==> config.mk <==
export PLATFORM = sky130hd
export DESIGN_NAME = alu_serial_ctrl
export DESIGN_NICKNAME = d
export VERILOG_FILES = /design/src/rtl/alu_pkg.sv /design/src/rtl/alu_bit_slice.sv /design/src/rtl/alu_serial_ctrl.sv
export SDC_FILE = /design/constraint.sdc
export NUM_CORES = 1
export LEC_CHECK = 0
export ABC_AREA = 1
export CAP_MARGIN = 0
export CORE_AREA = 5 5 69 71
export CTS_BUF_LIST = sky130_fd_sc_hd__clkbuf_16
export DETAILED_ROUTE_END_ITERATION = 6
export DIE_AREA = 0 0 74 76
export GPL_TIMING_DRIVEN = 0
export HOLD_SLACK_MARGIN = 0.02
export RECOVER_POWER = 25
export SYNTH_ARGS = -nofsm -noshare
export SYNTH_HDL_FRONTEND = slang
export SYNTH_SLANG_ARGS = --single-unit
==> constraint.sdc <==
create_clock -name clk -period 1.74 [get_ports clk]
set_input_delay 0.348 -clock clk [delete_from_list [all_inputs] [get_ports clk]]
set_output_delay 0.348 -clock clk [all_outputs]
set_load 0.005 [all_outputs]
==> src/rtl/alu_pkg.sv <==
// Shared types for the bit-serial ALU: function-select encoding and serial FSM states.
package alu_pkg;

    localparam int unsigned ALU_SEL_W = 2;

    typedef enum logic [ALU_SEL_W-1:0] {
        OP_AND = 2'b00,
        OP_OR  = 2'b01,
        OP_XOR = 2'b10,
        OP_ADD = 2'b11
    } alu_op_e;

    typedef enum logic [1:0] {
        IDLE = 2'b00,
        RUN  = 2'b01,
        DONE = 2'b10
    } ser_state_e;

endpackage

==> src/rtl/alu_bit_slice.sv <==
// One-bit ALU slice: builds the four candidate bits c0..c3 and picks one via
// the 4:1 function-select mux; also produces the ripple carry for ADD.
module alu_mux4 (
    input  logic i_c0,
    input  logic i_c1,
    input  logic i_c2,
    input  logic i_c3,
    input  logic i_sel0,
    input  logic i_sel1,
    output logic o_y_c
);
    always_comb begin
        o_y_c = i_c0;
        case ({i_sel1, i_sel0})
            2'b00:   o_y_c = i_c0;
            2'b01:   o_y_c = i_c1;
            2'b10:   o_y_c = i_c2;
            default: o_y_c = i_c3;
        endcase
    end
endmodule

module alu_bit_slice
    import alu_pkg::*;
(
    input  logic                 i_a0,
    input  logic                 i_b0,
    input  logic                 i_cin,
    input  logic [ALU_SEL_W-1:0] i_op,
    output logic                 o_bit_c,
    output logic                 o_cout_c
);
    logic w_c0;
    logic w_c1;
    logic w_c2;
    logic w_c3;

    assign w_c0 = i_a0 & i_b0;
    assign w_c1 = i_a0 | i_b0;
    assign w_c2 = i_a0 ^ i_b0;
    assign w_c3 = i_a0 ^ i_b0 ^ i_cin;

    alu_mux4 u_mux (
        .i_c0   (w_c0),
        .i_c1   (w_c1),
        .i_c2   (w_c2),
        .i_c3   (w_c3),
        .i_sel0 (i_op[0]),
        .i_sel1 (i_op[1]),
        .o_y_c  (o_bit_c)
    );

    // Carry only propagates for ADD so logic ops always finish with carry=0.
    assign o_cout_c = (i_op == OP_ADD) ?
                      ((i_a0 & i_b0) | (i_a0 & i_cin) | (i_b0 & i_cin)) : 1'b0;
endmodule

==> src/rtl/alu_serial_ctrl.sv <==
// Bit-serial ALU control: accepts {a,b,op}, streams LSB-first through alu_bit_slice,
// presents the assembled result over valid/ready. Optional zero flag: ALU_SERIAL_ZERO_FLAG_EN.
module alu_serial_ctrl
    import alu_pkg::*;
#(
    parameter int unsigned WIDTH = 8
) (
    input  logic                 clk,
    input  logic                 rst_n,
    input  logic                 in_valid,
    output logic                 in_ready,
    input  logic [ALU_SEL_W-1:0] op,
    input  logic [WIDTH-1:0]     a,
    input  logic [WIDTH-1:0]     b,
    output logic                 out_valid,
    input  logic                 out_ready,
    output logic [WIDTH-1:0]     result,
    output logic                 carry,
    output logic                 busy
`ifdef ALU_SERIAL_ZERO_FLAG_EN
    ,
    output logic                 zero
`endif
);
    localparam int unsigned CNT_W = $clog2(WIDTH);

    ser_state_e           r_state;
    ser_state_e           w_nxt_state;
    logic [WIDTH-1:0]     r_a;
    logic [WIDTH-1:0]     w_nxt_a;
    logic [WIDTH-1:0]     r_b;
    logic [WIDTH-1:0]     w_nxt_b;
    logic [WIDTH-1:0]     r_result;
    logic [WIDTH-1:0]     w_nxt_result;
    logic [ALU_SEL_W-1:0] r_op;
    logic [ALU_SEL_W-1:0] w_nxt_op;
    logic [CNT_W-1:0]     r_cnt;
    logic [CNT_W-1:0]     w_nxt_cnt;
    logic                 r_carry;
    logic                 w_nxt_carry;
    logic                 r_in_ready;
    logic                 r_out_valid;
    logic                 r_busy;
    logic                 w_bit;
    logic                 w_cout;
`ifdef ALU_SERIAL_ZERO_FLAG_EN
    logic                 r_zero;
    logic                 w_nxt_zero;
`endif

    alu_bit_slice u_slice (
        .i_a0     (r_a[0]),
        .i_b0     (r_b[0]),
        .i_cin    (r_carry),
        .i_op     (r_op),
        .o_bit_c  (w_bit),
        .o_cout_c (w_cout)
    );

    // Next-state and datapath update.
    always_comb begin
        w_nxt_state  = r_state;
        w_nxt_a      = r_a;
        w_nxt_b      = r_b;
        w_nxt_result = r_result;
        w_nxt_op     = r_op;
        w_nxt_cnt    = r_cnt;
        w_nxt_carry  = r_carry;
`ifdef ALU_SERIAL_ZERO_FLAG_EN
        w_nxt_zero   = r_zero;
`endif
        case (r_state)
            IDLE: begin
                if (in_valid) begin
                    w_nxt_state = RUN;
                    w_nxt_a     = a;
                    w_nxt_b     = b;
                    w_nxt_op    = op;
                    w_nxt_cnt   = '0;
                    w_nxt_carry = 1'b0;
                end
            end
            RUN: begin
                w_nxt_result = {w_bit, r_result[WIDTH-1:1]};
                w_nxt_a      = r_a >> 1;
                w_nxt_b      = r_b >> 1;
                w_nxt_carry  = w_cout;
                w_nxt_cnt    = r_cnt + CNT_W'(1);
                if (r_cnt == CNT_W'(WIDTH - 1)) begin
                    w_nxt_state = DONE;
`ifdef ALU_SERIAL_ZERO_FLAG_EN
                    w_nxt_zero  = (w_nxt_result == '0);
`endif
                end
            end
            DONE: begin
                if (out_ready) begin
                    w_nxt_state = IDLE;
                end
            end
            default: begin
                w_nxt_state = IDLE;
            end
        endcase
    end

    // Handshake/status flags are registered off the next state.
    always_ff @(posedge clk) begin
        if (!rst_n) begin
            r_state     <= IDLE;
            r_a         <= '0;
            r_b         <= '0;
            r_result    <= '0;
            r_op        <= '0;
            r_cnt       <= '0;
            r_carry     <= 1'b0;
            r_in_ready  <= 1'b1;
            r_out_valid <= 1'b0;
            r_busy      <= 1'b0;
`ifdef ALU_SERIAL_ZERO_FLAG_EN
            r_zero      <= 1'b0;
`endif
        end else begin
            r_state     <= w_nxt_state;
            r_a         <= w_nxt_a;
            r_b         <= w_nxt_b;
            r_result    <= w_nxt_result;
            r_op        <= w_nxt_op;
            r_cnt       <= w_nxt_cnt;
            r_carry     <= w_nxt_carry;
            r_in_ready  <= (w_nxt_state == IDLE);
            r_out_valid <= (w_nxt_state == DONE);
            r_busy      <= (w_nxt_state == RUN);
`ifdef ALU_SERIAL_ZERO_FLAG_EN
            r_zero      <= w_nxt_zero;
`endif
        end
    end

    assign in_ready  = r_in_ready;
    assign out_valid = r_out_valid;
    assign busy      = r_busy;
    assign result    = r_result;
    assign carry     = r_carry;
`ifdef ALU_SERIAL_ZERO_FLAG_EN
    assign zero      = r_zero;
`endif

endmodule

==> metrics.json <==
{
  "edff_count_synth": {"value": 0},
  "cpMaxStageDelayCell": {"value": "clkdlybuf4s50_1"},
  "required": {"value": 1.39, "unit": "ns"},
  "critPathKind": {"value": "register to output port"},
  "drc_errors": {"value": 0},
  "initial_utilization": {"value": 0.3753},
  "comb_power_share": {"value": 0.140},
  "drtPass1Iterations": {"value": 4},
  "finalCritPeriodShare": {"value": 0.8510},
  "cellInternalPower": {"value": 1.507, "unit": "mW"},
  "cts_max_path_buffers": {"value": 2},
  "power_density": {"value": 944.5, "unit": "nW/um^2"},
  "placed_cell_area": {"value": 1962, "unit": "um^2"},
  "grt_pass1_wl": {"value": 5.851, "unit": "mm"},
  "die_w": {"value": 74, "unit": "um"},
  "ys_flop_type": {"value": "dfxtp_1"},
  "achievable-frequency": {"value": 675.4, "unit": "MHz"},
  "placement.io_buffers": {"value": 33},
  "worst-slew-pin-transition": {"value": 0.5177, "unit": "ns"},
  "worstSkewPairLatency": {"value": 0.27, "unit": "ns"},
  "worstSetupStartpointType": {"value": "register"},
  "slew_violations": {"value": 0},
  "crit_family": {"value": "buffers and inverters"},
  "synth-seq-cells": {"value": 35},
  "syn_inst": {"value": 213},
  "hold_viol": {"value": 0},
  "number_of_warnings_issued_by_yosys": {"value": 0},
  "htree_levels": {"value": 2},
  "gpl.final_weighted_congestion": {"value": 0.7478},
  "final_layout_size_suffix_gt1_frac": {"value": 0.1181},
  "tritoncts": {"value": "yes"},
  "first_global_vias": {"value": 1315},
  "synth_async_sr_flop_share": {"value": 0},
  "synth.top_cells.by_area": {"value": "dfxtp_1, nand2_1, a21oi_2"},
  "numCtsBuffers": {"value": 5},
  "post_synth_xor_area_fraction": {"value": 0},
  "p_clk_frac": {"value": 0.414},
  "post_synth_and_or_nand_nor_area_fraction": {"value": 0.3075},
  "sw_frac_of_total": {"value": 0.2385},
  "layout.cells.most_common_list": {"value": "nand2_1, dfxtp_1, clkdlybuf4s50_1, nor2_1, a21oi_1"},
  "post_cts_hold_buffer_count": {"value": 0},
  "floorplan.core_area": {"value": 4174, "unit": "um^2"},
  "rows": {"value": 24},
  "yosys.area.top_type_share": {"value": 0.4473},
  "netlist_area_before_placement": {"value": 1567, "unit": "um^2"},
  "sequentialPowerShare": {"value": 0.446},
  "tritoncts_num_sinks": {"value": 35},
  "tmin_final": {"value": 1.481, "unit": "ns"},
  "post_drt_wl_per_cell": {"value": 10.74, "unit": "um"},
  "synth_compound_area_frac": {"value": 0.1350},
  "timing.hold.worst.class": {"value": "register to register"},
  "finalHoldWorstSlack": {"value": 0.4580, "unit": "ns"},
  "dpl.hpwl": {"value": 2.363, "unit": "mm"},
  "post-cts-setup-buffer-count": {"value": 0},
  "post-synth-top-area-cell": {"value": "dfxtp_1"},
  "synth_top_family_by_area": {"value": "simple AND/OR/NAND/NOR gates"},
  "clock_tree.root_cell": {"value": "clkbuf_16"},
  "cts.clk_slew.worst_paths": {"value": 0.05, "unit": "ns"},
  "antenna_found_initial": {"value": 0},
  "p_sw": {"value": 0.4720, "unit": "mW"},
  "arrival": {"value": 1.13, "unit": "ns"},
  "drt-initial-drc-count": {"value": 52},
  "antenna_violating_nets_post_route": {"value": 0},
  "critical_path.endpoint_type": {"value": "output port"},
  "post_synth_fa_ha_maj_area_fraction": {"value": 0.04473},
  "final_routed_wirelength_across_all_metal_layers": {"value": 3.285, "unit": "mm"},
  "cap_violations": {"value": 0},
  "postCtsResizedCells": {"value": 0},
  "synth.yosys.seq_area_share": {"value": 0.4473},
  "groute.usage.overall": {"value": 0.1311},
  "antenna_cells_inserted": {"value": 0},
  "post_synth.cell_area_avg": {"value": 7.354, "unit": "um^2"},
  "syn_nets": {"value": 240},
  "syn_to_final_growth": {"value": 33.79, "unit": "%"},
  "route.vias.total": {"value": 1393},
  "mux_share_of_post_synthesis_cell_area": {"value": 0},
  "setup_violations": {"value": 0},
  "power.ir.vdd_worst": {"value": 0.4606, "unit": "mV"},
  "outcome": {"value": "finished clean"},
  "via_density": {"value": 4.552},
  "final_common_cell": {"value": "nand2_1"},
  "nets": {"value": 280},
  "grt_start_max_net_pins": {"value": 11},
  "worstPathCellList": {"value": "clkdlybuf4s50_1"},
  "layout.cell_area.non_filler": {"value": 2096, "unit": "um^2"},
  "fin_worst_skew": {"value": 0.002944, "unit": "ns"},
  "die_height": {"value": 76, "unit": "um"},
  "cp_slowest_stage_delay": {"value": 0.51, "unit": "ns"},
  "critical_path.n_buffers_inverters": {"value": 1},
  "count_of_pins_on_the_block_boundary": {"value": 34},
  "grt_overflow": {"value": 0},
  "design.die.area": {"value": 5624, "unit": "um^2"},
  "worst_slew_margin_rel": {"value": 0.6549},
  "leakage": {"value": 0.8894, "unit": "nW"},
  "synth_cell_type_count": {"value": 22},
  "rsz0062_at_grt": {"value": "no"},
  "accumulated_negative_setup_slack": {"value": 0, "unit": "ns"},
  "worst-path-max-fanout": {"value": 3}
}
==> flip-flops by register name (all words and copies together), names as in the netlist <==
register   count
r_op           2
busy           1
carry          1
r_cnt          3
r_a            8
r_state        2
result         8
in_ready       1
r_b            8
out_valid      1
==> per-layer routing <==
layer  routed length (um)  vias to the layer above  track usage
met5                    0                        -            0
met4                   65                        0      0.05978
met3                  178                        7      0.03166
met2                 1458                       25       0.1941
met1                 1582                      619       0.1773
li1                     -                      742            -
==> through the flow <==
| stage | total power, mW | setup WS [ns] | util | cells |
|---|---|---|---|---|
| finish | 1.979 | 0.2593 | 0.5021 | 306 |
| global route | 2.081 | 0.1607 | 0.5021 | 306 |
| CTS | 2.005 | 0.2472 | 0.5030 | 306 |
| detailed placement | 1.182 | 0.07866 | 0.4700 | 298 |
| global placement | 1.180 | 0.09910 | 0.4700 | 298 |
| floorplan | 1.059 | 0.4351 | - | 213 |
==> final timing paths <==
kind | startpoint | to | slack, ns | cells after the start
hold / removal | r_a[7]$_SDFFE_PN0P_ | r_a[7]$_SDFFE_PN0P_ | 0.46 | 2
hold reg to reg | r_a[7]$_SDFFE_PN0P_ | r_a[7]$_SDFFE_PN0P_ | 0.46 | 2
setup reg to reg | r_b[0]$_SDFFE_PN0P_ | result[7]$_SDFFE_PN0P_ | 0.35 | 7
setup / recovery | result[7]$_SDFFE_PN0P_ | result[7] | 0.26 | 1
==> layout make-up <==
class,instances,area (um^2)
Fill cell,425,2078
Sequential cell,35,700.7
Buffer,9,60.06
Tap cell,52,65.06
Inverter,10,42.54
Timing Repair Buffer,33,330.3
Multi-Input combinational cell,159,759.5
Clock inverter,3,12.51
Clock buffer,5,125.1
==> kinds of logic (layout without fill, tap and decap cells) <==
group | after synthesis | in the layout
flops | 35 | 35
compound gates | 34 | 34
simple gates | 120 | 120
fa+ha+maj | 5 | 5
buf+inv | 19 | 60
==> cell usage after synthesis, types with 2 or more instances <==
cell type,instances
nand2_1,88
dfxtp_1,35
nor2_1,24
a21oi_1,12
a21oi_2,11
o21ai_0,10
inv_1,7
ha_1,4
buf_2,3
nand3_1,3
buf_4,2
buf_6,2
inv_2,2
nand2_4,2
==> worst register-to-register path, cell delays in order (launching register included) <==
cell	delay, ns
dfxtp_1	0.36
inv_1	0.09
fa_1	0.51
nand3_1	0.08
nand2_1	0.07
inv_1	0.04
nand2_1	0.06
a21oi_1	0.06
==> power by group through the flow <==
stage | sequential, mW | clock [mW] | combinational (mW)
after floorplan | 0.897 | 0 | 0.163
after global placement | 0.900 | 0 | 0.280
after detailed placement | 0.900 | 0 | 0.282
after CTS | 0.884 | 0.838 | 0.283
after global routing | 0.890 | 0.875 | 0.315
final | 0.884 | 0.819 | 0.276
No activity file was read; power rests on OpenSTA's default activity.
